**config.mk**
```make
export PLATFORM = sky130hd
export DESIGN_NAME = mprj_checkpoint_monitor
export DESIGN_NICKNAME = d
export VERILOG_FILES = /design/src/rtl/mprj_checkpoint_monitor.sv
export SDC_FILE = /design/constraint.sdc
export NUM_CORES = 1
export LEC_CHECK = 0
export ABC_CLOCK_PERIOD_IN_PS = 4400
export BUFFER_PORTS_ARGS = -buffer_cell sky130_fd_sc_hd__buf_2
export CAP_MARGIN = 25
export CORE_UTILIZATION = 30
export DETAILED_ROUTE_END_ITERATION = 10
export PLACE_DENSITY = 0.43
export SYNTH_ARGS = -nofsm -noshare
export SYNTH_HDL_FRONTEND = slang
export SYNTH_SLANG_ARGS = --single-unit
```
**constraint.sdc**
```tcl
create_clock -name wb_clk_i -period 4.4 [get_ports wb_clk_i]
set_input_delay 1.32 -clock wb_clk_i [delete_from_list [all_inputs] [get_ports wb_clk_i]]
set_output_delay 1.32 -clock wb_clk_i [all_outputs]
set_load 0.02 [all_outputs]
```
**src/rtl/mprj_checkpoint_monitor.sv**
```systemverilog
// Checkpoint monitor: settles the {code,value} word from user IO and checks the accepted
// checkpoints against a programmable, masked table, ending in pass, fail or timeout.
module mprj_checkpoint_monitor #(
    parameter int                CODE_W     = 6,
    parameter int                VAL_W      = 32,
    parameter int                N_CHK      = 8,
    parameter int                SETTLE     = 2,
    parameter int                TMO_W      = 24,
    parameter logic [CODE_W-1:0] START_CODE = 'h04,
    parameter logic [CODE_W-1:0] END_CODE   = 'h0d,
    localparam int               AW         = (N_CHK > 1) ? $clog2(N_CHK) : 1
) (
    input  logic              wb_clk_i,
    input  logic              wb_rst_i,
    input  logic [CODE_W-1:0] code_in,
    input  logic [VAL_W-1:0]  val_in,
    input  logic              start,
    input  logic              tbl_we,
    input  logic [AW-1:0]     tbl_addr,
    input  logic [CODE_W-1:0] tbl_code,
    input  logic [VAL_W-1:0]  tbl_val,
    input  logic [VAL_W-1:0]  tbl_mask,
    input  logic [AW:0]       n_used,
    input  logic [TMO_W-1:0]  tmo_limit,
    output logic              busy,
    output logic              done,
    output logic [1:0]        result,
    output logic [AW:0]       fail_idx,
    output logic [VAL_W-1:0]  fail_val,
    output logic [2:0]        dbg_state_o
);
    typedef enum logic [2:0] {S_IDLE, S_WAIT_START, S_RUN, S_WAIT_END, S_DONE} state_t;

    localparam int W  = CODE_W + VAL_W;
    localparam int CW = $clog2(SETTLE + 1);
    localparam int TD = 1 << AW;

    logic [W-1:0]      w_in, w_q;
    logic [CW-1:0]     cnt_q, cnt_d;
    logic              same, acc_hit, acc_q;
    logic [CODE_W-1:0] acc_code_q;
    logic [VAL_W-1:0]  acc_val_q;

    logic [CODE_W-1:0] t_code_q [TD];
    logic [VAL_W-1:0]  t_val_q  [TD];
    logic [VAL_W-1:0]  t_mask_q [TD];

    state_t            state_q, state_d;
    logic [AW:0]       idx_q, idx_d, nused_q, nused_d, fidx_q, fidx_d, n_clamp;
    logic [TMO_W-1:0]  timer_q, timer_d, tmo_q, tmo_d;
    logic [1:0]        result_q, result_d;
    logic [VAL_W-1:0]  fval_q, fval_d;
    logic [CODE_W-1:0] cur_code;
    logic [VAL_W-1:0]  cur_val, cur_mask;
    logic              val_match, last, adv;

    // A word is accepted exactly once, when it has compared equal to the previous sample SETTLE times.
    assign w_in    = {code_in, val_in};
    assign same    = (w_in == w_q);
    assign acc_hit = same && (cnt_q == CW'(SETTLE - 1));

    always_comb begin
        cnt_d = '0;
        if (same) cnt_d = (cnt_q == CW'(SETTLE)) ? cnt_q : cnt_q + CW'(1);
    end

    always_ff @(posedge wb_clk_i) begin
        if (wb_rst_i) begin
            w_q        <= '0;
            cnt_q      <= '0;
            acc_q      <= 1'b0;
            acc_code_q <= '0;
            acc_val_q  <= '0;
        end else begin
            w_q   <= w_in;
            cnt_q <= cnt_d;
            acc_q <= acc_hit;
            if (acc_hit) begin
                acc_code_q <= w_q[W-1:VAL_W];
                acc_val_q  <= w_q[VAL_W-1:0];
            end
        end
    end

    always_ff @(posedge wb_clk_i) begin
        if (wb_rst_i) begin
            for (int i = 0; i < TD; i++) begin
                t_code_q[i] <= '0;
                t_val_q[i]  <= '0;
                t_mask_q[i] <= '0;
            end
        end else if (tbl_we && !busy && ({1'b0, tbl_addr} < (AW+1)'(N_CHK))) begin
            t_code_q[tbl_addr] <= tbl_code;
            t_val_q[tbl_addr]  <= tbl_val;
            t_mask_q[tbl_addr] <= tbl_mask;
        end
    end

    assign busy        = (state_q == S_WAIT_START) || (state_q == S_RUN) || (state_q == S_WAIT_END);
    assign done        = (state_q == S_DONE);
    assign result      = result_q;
    assign fail_idx    = fidx_q;
    assign fail_val    = fval_q;
    assign dbg_state_o = state_q;

    assign n_clamp   = (n_used > (AW+1)'(N_CHK)) ? (AW+1)'(N_CHK) : n_used;
    assign cur_code  = t_code_q[idx_q[AW-1:0]];
    assign cur_val   = t_val_q[idx_q[AW-1:0]];
    assign cur_mask  = t_mask_q[idx_q[AW-1:0]];
    assign val_match = ((acc_val_q ^ cur_val) & cur_mask) == '0;
    assign last      = (idx_q == nused_q - (AW+1)'(1));

    always_comb begin
        state_d  = state_q;
        idx_d    = idx_q;
        timer_d  = timer_q;
        nused_d  = nused_q;
        tmo_d    = tmo_q;
        result_d = result_q;
        fidx_d   = fidx_q;
        fval_d   = fval_q;
        adv      = 1'b0;
        if (busy) timer_d = timer_q + TMO_W'(1);
        case (state_q)
            S_IDLE, S_DONE: begin
                if (start) begin
                    state_d  = S_WAIT_START;
                    idx_d    = '0;
                    timer_d  = '0;
                    nused_d  = n_clamp;
                    tmo_d    = tmo_limit;
                    result_d = 2'b00;
                    fidx_d   = '0;
                    fval_d   = '0;
                end
            end
            S_WAIT_START: begin
                if (acc_q && acc_code_q == START_CODE) begin
                    adv     = 1'b1;
                    timer_d = '0;
                    state_d = (nused_q == '0) ? S_WAIT_END : S_RUN;
                end
            end
            S_RUN: begin
                if (acc_q && acc_code_q == cur_code) begin
                    adv     = 1'b1;
                    timer_d = '0;
                    if (val_match) begin
                        idx_d = idx_q + (AW+1)'(1);
                        if (last) state_d = S_WAIT_END;
                    end else begin
                        state_d  = S_DONE;
                        result_d = 2'b10;
                        fidx_d   = idx_q;
                        fval_d   = acc_val_q;
                    end
                end else if (acc_q && acc_code_q == END_CODE) begin
                    adv      = 1'b1;
                    state_d  = S_DONE;
                    result_d = 2'b10;
                    fidx_d   = nused_q;
                    fval_d   = acc_val_q;
                end
            end
            S_WAIT_END: begin
                if (acc_q && acc_code_q == END_CODE) begin
                    adv      = 1'b1;
                    state_d  = S_DONE;
                    result_d = 2'b01;
                end
            end
            default: state_d = S_IDLE;
        endcase
        // An acceptance in the same cycle as expiry takes priority over the timeout.
        if (busy && !adv && tmo_q != '0 && timer_q == tmo_q - TMO_W'(1)) begin
            state_d  = S_DONE;
            result_d = 2'b11;
            fidx_d   = (state_q == S_WAIT_END) ? nused_q : idx_q;
            fval_d   = '0;
        end
    end

    always_ff @(posedge wb_clk_i) begin
        if (wb_rst_i) begin
            state_q  <= S_IDLE;
            idx_q    <= '0;
            timer_q  <= '0;
            nused_q  <= '0;
            tmo_q    <= '0;
            result_q <= 2'b00;
            fidx_q   <= '0;
            fval_q   <= '0;
        end else begin
            state_q  <= state_d;
            idx_q    <= idx_d;
            timer_q  <= timer_d;
            nused_q  <= nused_d;
            tmo_q    <= tmo_d;
            result_q <= result_d;
            fidx_q   <= fidx_d;
            fval_q   <= fval_d;
        end
    end
endmodule

```
Yosys cells after proc, flatten, opt, wreduce, memory -nomap -nowiden
Memories as Yosys holds them, arrays and structs flattened. A register that Yosys moved wholly into a read port is not among the register bits.
Index checks and enable logic that the tools add are counted.
- input port bits: 143
- memory bits (writable): 560
- memories: 3
- flip-flop bits (word level): 176
- reductions and logical operators: 32
- bitwise gates (word level): 3
- equality and inequality tests: 25
- multiplexer cells: 61
- order comparisons: 1
- add/sub/neg operators: 5
- memory list (memory ; words ; bits a word ; read ports ; clocked after Yosys merged registers in ; write ports ; line ; source):
    t_mask_q ; 8 ; 32 ; 1 ; 1 ; 8 ; 46 ; logic [VAL_W-1:0] t_mask_q [TD];
    t_val_q ; 8 ; 32 ; 1 ; 1 ; 8 ; 45 ; logic [VAL_W-1:0] t_val_q [TD];
    t_code_q ; 8 ; 6 ; 1 ; 1 ; 8 ; 44 ; logic [CODE_W-1:0] t_code_q [TD];
- operators with widths (operator ; count):
    32-bit two-way mux ; 6
    24-bit two-way mux ; 4
    24-bit one-hot mux with 3 select lines ; 1
    32-bit one-hot mux with 2 select lines ; 1
    32-bit OR reduction ; 2
    3-bit two-way mux ; 16
    38-bit == test ; 1
    4-bit two-way mux ; 9
    32-bit bitwise AND ; 1
    32-bit zero test ; 1
    32-bit XOR ; 1
    24-bit by 1-bit adder with 24-bit output (second input constant) ; 1
    24-bit == test ; 1
    24-bit nonzero test ; 1
    24-bit by 1-bit subtractor with 24-bit output (second input constant) ; 1
    4-bit one-hot mux with 2 select lines ; 2
    1-bit two-way mux ; 12
    2-bit two-way mux ; 6
    3-bit one-hot mux with 4 select lines ; 1
    4-bit AND reduction ; 3
    3-bit by 1-bit inequality test with 1-bit output (second input constant) ; 3
    1-bit logical AND ; 8
    3-bit by 2-bit == test with 1-bit output (second input constant) ; 2
    6-bit by 3-bit == test with 1-bit output (second input constant) ; 1
    other kinds (34) ; 42

Logic depth before layout (Yosys ltp)
Gate-level depths: netlist of the first run.
- word-level depth: 11
- depth in mapped cells: 17
- depth with buffers taken out: 12

Worst setup path after synthesis of the first run
OpenSTA, ideal clock, no wires.
- kind: input port to flip-flop
- from: in wb_rst_i
- to: mem t_code_q[0][0] (enable)
- arrival: 3.106 ns
- library setup time: 0.398 ns
- stages on the path: 4
- setup slack: 0.896 ns
- cell sequence: nor3b_1 -> nand2b_1 -> nor3_1 -> or2_2
- RTL lines (what ; line ; source):
    start: declaration ; 14 ; input logic wb_rst_i,
    end: declaration ; 44 ;

==> impl_results.md, run 1 <==
* R2r setup slk at slightly below 0.3 ns
* Number of synthesized flops with an enable pin at 560
* Final ANT Viol Nets at 0
* Netlist cell types at 74
* DP Cell Count at approximately 4500
* Relative slew slack at around a third
* Syn_area_per_cell at about 12 um2
* Final Util at between 30% and 40%
* Skew-Pair Late Insertion Delay at about 0.7 ns
* Ys flop type: edfxtp_1
* Total number of vias at about 23000
* Synthesis-to-layout area growth at 16.6%
* Post-synthesis adder-cell area fraction at 0.290%
* Clock sink count at roughly 740
* Reg2reg path depth at 12
* Cell Pwr Density at between 400 and 500 nW/um2
* FMAX at between 0.2 and 0.25 GHz
* Post-route insts no fill at 4672
* Status: finished with violations
* Dpl hpwl at 75900 um
* Synth top area share at about half
* Worst hold path depth at 2
* P_leak at approximately 0.015 uW
* Pins Over Slew Limit at 0
* Max VDD drop at around 0.26 mV
* Post-synth top area cell: edfxtp_1
* Share of cells above drive strength 1 at between 10% and 20%
* Clock Skew at ~0.034 ns
* Synth Net Count at 3069
* Drt pass-1 iters at 10
* Synth async-reset ratio at 0%
* Vias in the first global route at about 23000
* Hold-fix buffer count after cts at 0
* Crit share post-route at a little over 90%
* Synth warn at 0
* Synth Area in XOR/XNOR at 3.98%
* IO Pins at around 190
* Final global-route overflow total at 0
* Synthesized area at 34500 um2
* Clock-pin slew on the worst setup and hold paths at approximately 0.06 ns
* Sequential element share of the synthesized area at between 50% and 60%
* Setup TNS at 0 ns
* Seq cells post-synth at ~740
* Setup Fix Bufs, Post-CTS at 0
* Top cells by area, synth: edfxtp_1 (49%), dfxtp_1 (10%), and2_1 (10%)
* Htree depth at 3
* Global-route wire length before repair at 163000 um
* Total CTS buffers at between 80 and 90
* I/O Buffers at around 190
* CTS tree: yes
* Nature of the critical path endpoint: flip-flop
* Initial Utilization at between 30% and 40%
* Final min period at between 4 and 5 ns
* CTS max path bufs at 3
* Slowest stage delay, CP at about 0.63 ns
* CP Cell Sequence: buf_12 > o21ai_0 > o21ai_0 > nand4_1 > nor4_1 > buf_4 > o2111ai_1 > o31ai_4 > buf_12 > nor2b_1 > nand4_1 > a211oi_1
* Overall routing resource usage at between 10% and 20%
* Final setup viols at 0
* Cells after Synth at 2918
* CP required at approximately 5.0 ns
* FILL cells at around 11000
* Site row count at between 100 and 150
* Via density at roughly 5.0
* GP Congestion at approximately 0.83
* Largest family of logic cells by synthesized area: simple AND/OR/NAND/NOR gates
* HP Class: reg -> reg
* Post-CTS Resized at 0
* Chip height at approximately 340 um
* Drt total wl at approximately 110000 um
* Slowest cell on crit path: o21ai_0
* Slew of the pin with the lowest slew margin at ~1 ns
* Startpoint Class: flip-flop
* Wirelength per Cell at approximately 25 um
* MaxCap Viol Count at 0
* Synth Area in Compound Gates at between 6 and 7%
* RSZ-0062 raised after global routing: false
* Die area at approximately 120000 um2
* # DRC at 2
* CP Class: reg -> reg
* Initial antenna violation count at 23
* Core Region at 114000 um2
* Cell with the most instances after synthesis: and2_1
* Post-synthesis mux area share at 5.89%
* Layout Nets at 3236
* Root Driver: clkbuf_16
* CP max FO at a little over 60
* Crit path DAT at between 4 and 5 ns
* Synth top cells by count: and2_1 (567), edfxtp_1 (560), dfxtp_1 (179)
* Synth Area in Simple Gates at between 20% and 30%
* Die W at between 300 and 400 um
* Final Hold Violating Endpoints at 0
* Failing checks: design-rule violations
* Drt initial violations at 1738
* Largest net degree at the start of global routing at 92
placed cells by master, fill, tap and decap left out, types with 29 or more instances in the layout:
cell type / n
xnor2_1: 56
nand4_1: 29
buf_2: 184
nor4_1: 33
nand3_1: 112
dfxtp_1: 177
xor2_1: 101
nor3_1: 32
a21oi_1: 80
mux4_2: 30
buf_4: 63
nor2_1: 150
nor2b_1: 41
inv_1: 57
clkbuf_16: 88
mux2i_1: 121
nand2b_1: 45
nand3b_1: 32
and2_1: 567
o21ai_0: 59
nand2_1: 137
edfxtp_1: 560
worst paths after layout:
kind,end,from
min,fail_val[2]$_SDFFE_PP0P_,fail_val[2]$_SDFFE_PP0P_
max,dbg_state_o[0]$_SDFFE_PP0P_,flip-flop
min reg2reg,fail_val[2]$_SDFFE_PP0P_,fail_val[2]$_SDFFE_PP0P_
max reg2reg,dbg_state_o[0]$_SDFFE_PP0P_,flip-flop
cells by family after synthesis:
kind of cell    Yosys count
flops                   739
buf+inv                 251
mux                     164
xor+xnor                157
compound gates          322
simple gates           1277
fa+ha+maj                 8
state kept, by name, indices dropped and copies added, names as in the netlist, 2 cells and up, named ones only:
name and count:
acc_code_q 6, acc_val_q 32, cnt_q 2, dbg_state_o 3, fail_idx 4, fail_val 32
idx_q 4, nused_q 4, result 2, t_code_q 48, t_mask_q 256, t_val_q 256
timer_q 24, tmo_q 24, w_q 38
metal layers:
layer | vias to the layer above | routed length, um | track usage [%] | part of all wire, %
met3 | 156 | 8490 | 4.50 | 7.4
met5 | - | 139 | 0 | 0.12
met2 | 696 | 52700 | 31.1 | 46
met1 | 11700 | 50600 | 26.2 | 44
met4 | 20 | 2730 | 5.70 | 2.4
li1 | 10800 | - | - | -
critical path, delay by kind of cell, from the launching register on:
| family | cells | cell delay [ns] |
|---|---|---|
| AOI/OAI and AO/OA | 5 | 1.68 |
| and+or+nand+nor | 4 | 1.11 |
| buffers and inverters | 3 | 0.63 |
| DFF | 1 | 0.48 |
per-stage QoR:
step / hold slack, ns / total power [uW] / worst slack, ns / area [um2]
after detailed placement: 0.463 / 9260 / 0.284 / 37500
after floorplan: 0.456 / 8680 / 0.896 / 34500
final: 0.472 / 16100 / 0.297 / 40200
after CTS: 0.472 / 16300 / 0.249 / 40200
after global placement: 0.468 / 9240 / 0.336 / 37500
after global routing: 0.495 / 16700 / 0.0560 / 40200
final cells by class:
type | count | area [um2] | share of cell area (%)
sequential | 739 | 20400 | 50.7
tap | 1512 | 1890 | 4.70
multi-input combinational | 1928 | 13100 | 32.6
clock buffer | 110 | 2300 | 5.73
clock inverter | 50 | 412 | 1.02
timing repair buffer | 272 | 1890 | 4.71
antenna | 4 | 10.0 | 0.0249
inverter | 57 | 214 | 0.532
power by group:
| part | internal, uW | switching [uW] | leakage, uW |
|---|---|---|---|
| clock | 4010 | 3000 | 0.00133 |
| combinational | 410 | 779 | 0.00623 |
| sequential | 7770 | 145 | 0.00725 |
| total | 12200 | 3920 | 0.0148 |
(Power assumes the default switching activity.)
==> run 2: changes to the inputs <==
- CELL_PAD_IN_SITES_DETAIL_PLACEMENT: unset -> 2
- CELL_PAD_IN_SITES_GLOBAL_PLACEMENT: unset -> 2
- GPL_TIMING_DRIVEN: unset -> 0
- PLACE_DENSITY: 0.43 -> 0.58
==> impl_results.md, run 2 (synthesized netlist as in run 1, its figures left out) <==
* Total CTS buffers at 90
* Layout Nets at approximately 3400
* Drt pass-1 iters at 5
* MaxCap Viol Count at 0
* Drt initial violations at 2248
* Final setup viols at 11
* PnR worst setup slack at -0.0291 ns
* Global-route wire length before repair at ~210000 um
* Metal-1 WL at around 67000 um
* Final Hold Violating Endpoints at 0
* Clock-pin slew on the worst setup and hold paths at 0.06 ns
* Cell mode on critical path: buf_8
* Pins Over Slew Limit at 0
* Initial antenna violation count at 22
* Most common cell after layout, fill and taps aside: and2_1
* Critical path's top delay family: buffers and inverters
* Overall routing resource usage at roughly a quarter
* Slew of the pin with the lowest slew margin at 1.10 ns
* Clock sink count at roughly 740
* Final global-route overflow total at 0
* Setup slack at placement at -2.14 ns
* Skew-Pair Late Insertion Delay at around 0.7 ns
* Die area at between 100000 and 150000 um2
* Reg2reg end: result[0]$_SDFFE_PP0P_
* Total number of vias at between 20000 and 30000
* CP required at approximately 5.0 ns
* Relative slew slack at 26.4%
* Status: finished with violations
* CP max FO at 10
* CP Class: reg -> reg
* Root Driver: clkbuf_16
* RSZ-0062 raised after global routing: false
* Min Hold Slack at ~0.47 ns
* Reg2reg path depth at 17
* Via density at roughly 5.4
* Dpl hpwl at between 100000 and 150000 um
* Startpoint Class: flip-flop
* Final ANT Viol Nets at 0
* Worst hold path depth at 2
* Vias in the first global route at 27300
* Chip height at around 340 um
* Largest regs: t_mask_q: 256 flops, t_val_q: 256 flops, t_code_q: 48 flops
* Slowest cell on crit path: nor4_2
* Wire length on met3 at 10700 um
* Max VDD drop at between 0.2 and 0.3 mV
* Largest net degree at the start of global routing at between 40 and 50
* FMAX at ~0.23 GHz
* Slowest stage delay, CP at 0.41 ns
* CTS max path bufs at 3
* IO Pins at ~190
* Cell Pwr Density at 403 nW/um2
* Failing checks: negative setup slack
* R2r setup slk at -0.03 ns
* Core Region at ~110000 um2
* Wirelength per Cell at roughly 32 um
* CP Cell Sequence: buf_4 > buf_8 > buf_8 > buf_8 > buf_12 > o21ai_0 > o21ai_2 > nand4_1 > nor4_2 > o2111ai_2 > o31ai_4 > buf_12 > o21ai_4 > buf_2 > buf_4 > nor2_1 > o31a_1
* Hold_sp: fail_val[1]$_SDFFE_PP0P_
* Hold Path End: fail_val[1]$_SDFFE_PP0P_
* Nature of the critical path endpoint: flip-flop
* Most frequent cells in the layout: and2_1 (567), edfxtp_1 (560), buf_2 (190), dfxtp_1 (179), nor2_1 (154)
* I/O Buffers at between 150 and 200
* Crit share post-route at 101%
* Overall Power at around 17000 uW
* Crit path DAT at roughly 5.1 ns
* Site row count at about 120
* Clock Skew at 0.0226 ns
* Final min period at 4.43 ns
* Highest routed layer: met5
* Initial Utilization at 30.2%
* Final Util at 36.0%
* Metal2 WL at about 72000 um
* # DRC at 0
* Die W at around 340 um
* P_leak at approximately 0.015 uW
* Drt total wl at between 150000 and 200000 um
* GP Congestion at 0.916
* Htree depth at 3
* Synthesis-to-layout area growth at 19.0%
* Hold-fix buffer count after cts at 0
* Share of cells above drive strength 1 at between 15 and 20%
* HP Class: reg -> reg
* CTS tree: yes
* Buf+Inv Stages, Crit Path at 8
[run 2: cell types whose count changed in the layout (fill, tap and decap cells not counted), moves of 5 or more]
cell      before  now
buf_8          0   14
clkbuf_1      20  138
buf_1          0    5
buf_2        184  190
clkinv_1      20   15
buf_12        25    7
clkbuf_2       0    8
buf_4         63   21
buf_6          0   26
clkbuf_8       2    7
buf_16         0    6
nor2_4         7    0
o21ai_0       59   53
[run 2: area by class of cell]
type | instances | area [um2]
antenna | 8 | 20.0
timing repair buffer | 209 | 1310
fill | 12100 | 73100
clock inverter | 47 | 369
clock buffer | 113 | 2450
sequential | 739 | 20400
tap | 1512 | 1890
buffer | 193 | 1140
inverter | 57 | 214
multi-input combinational | 1930 | 13300
[run 2: report_power, final]
| part | total (uW) | switching [uW] | internal, uW | leakage (uW) |
|---|---|---|---|---|
| Combinational | 1320 | 904 | 411 | 0.00648 |
| Sequential | 7920 | 152 | 7770 | 0.00725 |
| Clock | 7330 | 3160 | 4170 | 0.00138 |
[run 2: metrics by stage]
| stage | setup TNS (ns) | cells | cell area, um2 |
|---|---|---|---|
| floorplan | 0 | 2918 | 34500 |
| global placement | -873.38 | 4615 | 37300 |
| detailed placement | -124.96 | 4635 | 37700 |
| CTS | 0 | 4797 | 40900 |
| global route | 0 | 4800 | 41100 |
| finish | -0.132 | 4808 | 41100 |
[run 2: metal layers]
metal	vias up	global-route usage (%)
met3	224	4.49
met4	10	9.09
met5	-	0
met1	13700	35.7
met2	861	42.5
li1	11100	-
[run 2: timing repair]
action / CTS / global route
cloned: 1 / 1
setup buffers: 2 / 2
resized for setup: 106 / 31
pin swaps: 6 / 5
setup endpoints to repair: 184 / 120
[run 2: worst max path at each step]
stage               cells past startpoint                            to                        start
global route                           16     fail_val[28]$_SDFFE_PP0P_                    flip-flop
floorplan                               4  t_code_q[0][0]$_SDFFCE_PN0P_                     wb_rst_i
CTS                                     8  t_val_q[2][12]$_SDFFCE_PN0P_  dbg_state_o[0]$_SDFFE_PP0P_
global placement                       15        result[0]$_SDFFE_PP0P_                    flip-flop
finish                                 17        result[0]$_SDFFE_PP0P_                    flip-flop
detailed placement                     15     fail_val[30]$_SDFFE_PP0P_                    flip-flop
[run 2: tightest hold or removal path, cell delays in order, from the launching register on]
cell and delay [ns]:
dfxtp_1 0.30, nand2b_1 0.07, a21oi_1 0.05
==> run 3: changes to the inputs <==
- CORE_UTILIZATION: 30 -> 34
- PLACE_DENSITY: 0.58 -> 0.65
==> impl_results.md, run 3 (synthesized netlist as in run 1, its figures left out) <==
* Initial antenna violation count at 22
* CP Class: reg -> reg
* Share of cells above drive strength 1 at 15.5%
* Drt total wl at 150000 um
* Final min period at between 4 and 5 ns
* Cell Pwr Density at approximately 410 nW/um2
* Synthesis-to-layout area growth at 18.5%
* Cell mode on critical path: buf_6
* Most frequent cells in the layout: and2_1 (567), edfxtp_1 (560), buf_2 (190), dfxtp_1 (179), nor2_1 (154)
* Clock Skew at 0.0303 ns
* Slew of the pin with the lowest slew margin at roughly 1.1 ns
* Most common cell after layout, fill and taps aside: and2_1
* Wirelength per Cell at between 30 and 40 um
* GP Congestion at 0.919
* Die area at just over 100000 um2
* Chip height at between 300 and 400 um
* Critical path's top delay family: compound AO/OA/AOI/OAI gates
* Slowest cell on crit path: a2111oi_1
* Core Region at roughly 100000 um2
* Final ANT Viol Nets at 0
* Slowest stage delay, CP at 0.47 ns
* P_leak at 0.0151 uW
* Hold_sp: fail_val[23]$_SDFFE_PP0P_
* Drt initial violations at 2498
* Crit share post-route at 99.6%
* PnR worst setup slack at ~0.018 ns
* Overall routing resource usage at 29.1%
* Clock sink count at around 740
* Final Hold Violating Endpoints at 0
* CP Cell Sequence: buf_4 > buf_6 > buf_6 > buf_6 > mux2i_2 > nor2_1 > a32oi_1 > nand2_1 > a2111oi_1 > o2111ai_2 > o31ai_4 > buf_12 > buf_4 > nor2b_2 > nor2_1 > o31a_1
* Final setup viols at 0
* # DRC at 0
* Site row count at between 100 and 150
* Skew-Pair Late Insertion Delay at about 0.70 ns
* CTS max path bufs at 3
* HP Class: reg -> reg
* Vias in the first global route at between 20000 and 30000
* IO Pins at around 190
* Global-route wire length before repair at ~210000 um
* Status: finished, final reports clean
* Htree depth at 3
* Final Util at 40.8%
* Startpoint Class: flip-flop
* Global-route met2 utilization at 47.4%
* CP required at 4.96 ns
* Drt pass-1 iters at 5
* RSZ-0062 raised after global routing: false
* Setup slack at placement at -1.88 ns
* Via density at 5.59
* Initial Utilization at about a third
* CP max FO at 10
* Total number of vias at ~26000
* Die W at between 300 and 400 um
* Dpl hpwl at ~110000 um
* Root Driver: clkbuf_16
* Largest regs: t_mask_q: 256 flops, t_val_q: 256 flops, t_code_q: 48 flops
* GR Util met1 at roughly two fifths
* Buf+Inv Stages, Crit Path at 6
* Max VDD drop at 0.326 mV
* Largest net degree at the start of global routing at 48
* Pins Over Slew Limit at 0
* Gr busiest metal: met2
* Hold-fix buffer count after cts at 0
* I/O Buffers at approximately 190
* MaxCap Viol Count at 0
* Crit path DAT at around 5.0 ns
* Nature of the critical path endpoint: flip-flop
* Relative slew slack at between 20% and 30%
* Total CTS buffers at 88
* Clock-pin slew on the worst setup and hold paths at 0.06 ns
* FMAX at 0.228 GHz
* Final global-route overflow total at 0
* Met3 usage at under 10%
* Layout Nets at 3366
* CTS tree: yes
==> run 3: repair_timing <==
action,CTS,global route
gates resized for setup,88,21
pin swaps,1,3
endpoints found under the setup margin,156,65
setup buffers,2,0
==> run 3: through the flow <==
step / area (um2) / TNS [ns] / hold WS, ns / power [uW] / std cells
after floorplan: 34500 / 0 / 0.456 / 8680 / 2918
after global placement: 37100 / -837.43 / 0.458 / 9240 / 4460
after detailed placement: 37500 / -127.18 / 0.460 / 9330 / 4479
after CTS: 40800 / 0 / 0.469 / 16900 / 4642
after global routing: 40900 / 0 / 0.490 / 17200 / 4644
final: 40900 / 0 / 0.470 / 16800 / 4648
==> run 3: where the power goes <==
| group | internal [uW] | switching [uW] |
|---|---|---|
| Clock | 4400 | 3200 |
| Combinational | 408 | 881 |
| Sequential | 7770 | 154 |
==> run 3: layout make-up <==
type                            count  area (um2)
Clock inverter                     49         552
Timing Repair Buffer              208        1350
Multi-Input combinational cell   1928       13200
Sequential cell                   739       20400
Buffer                            193        1090
Fill cell                       10200       59400
Tap cell                         1357        1700
Clock buffer                      113        2400
Inverter                           57         214
Antenna cell                        4        10.0
==> run 3: worst reg2reg max path, cell delays in order, from the launching register on <==
cell	delay (ns)
dfxtp_1	0.32
buf_4	0.23
buf_6	0.25
buf_6	0.30
buf_6	0.29
mux2i_2	0.36
nor2_1	0.07
a32oi_1	0.35
nand2_1	0.10
a2111oi_1	0.47
o2111ai_2	0.31
o31ai_4	0.33
buf_12	0.17
buf_4	0.15
nor2b_2	0.24
nor2_1	0.11
o31a_1	0.24
==> run 3: final timing paths <==
kind                                     to  slack, ns  depth (start not counted)
hold reg to reg   fail_val[23]$_SDFFE_PP0P_       0.47                          2
setup / recovery     result[0]$_SDFFE_PP0P_       0.02                         16
hold / removal    fail_val[23]$_SDFFE_PP0P_       0.47                          2
setup reg to reg     result[0]$_SDFFE_PP0P_       0.02                         16
==> run 3: per-layer routing <==
| layer | share of wire, % | up-vias |
|---|---|---|
| met2 | 47 | 956 |
| met3 | 6.6 | 284 |
| met1 | 42 | 13700 |
| li1 | - | 11100 |
| met4 | 4.5 | 12 |
| met5 | 0.053 | - |
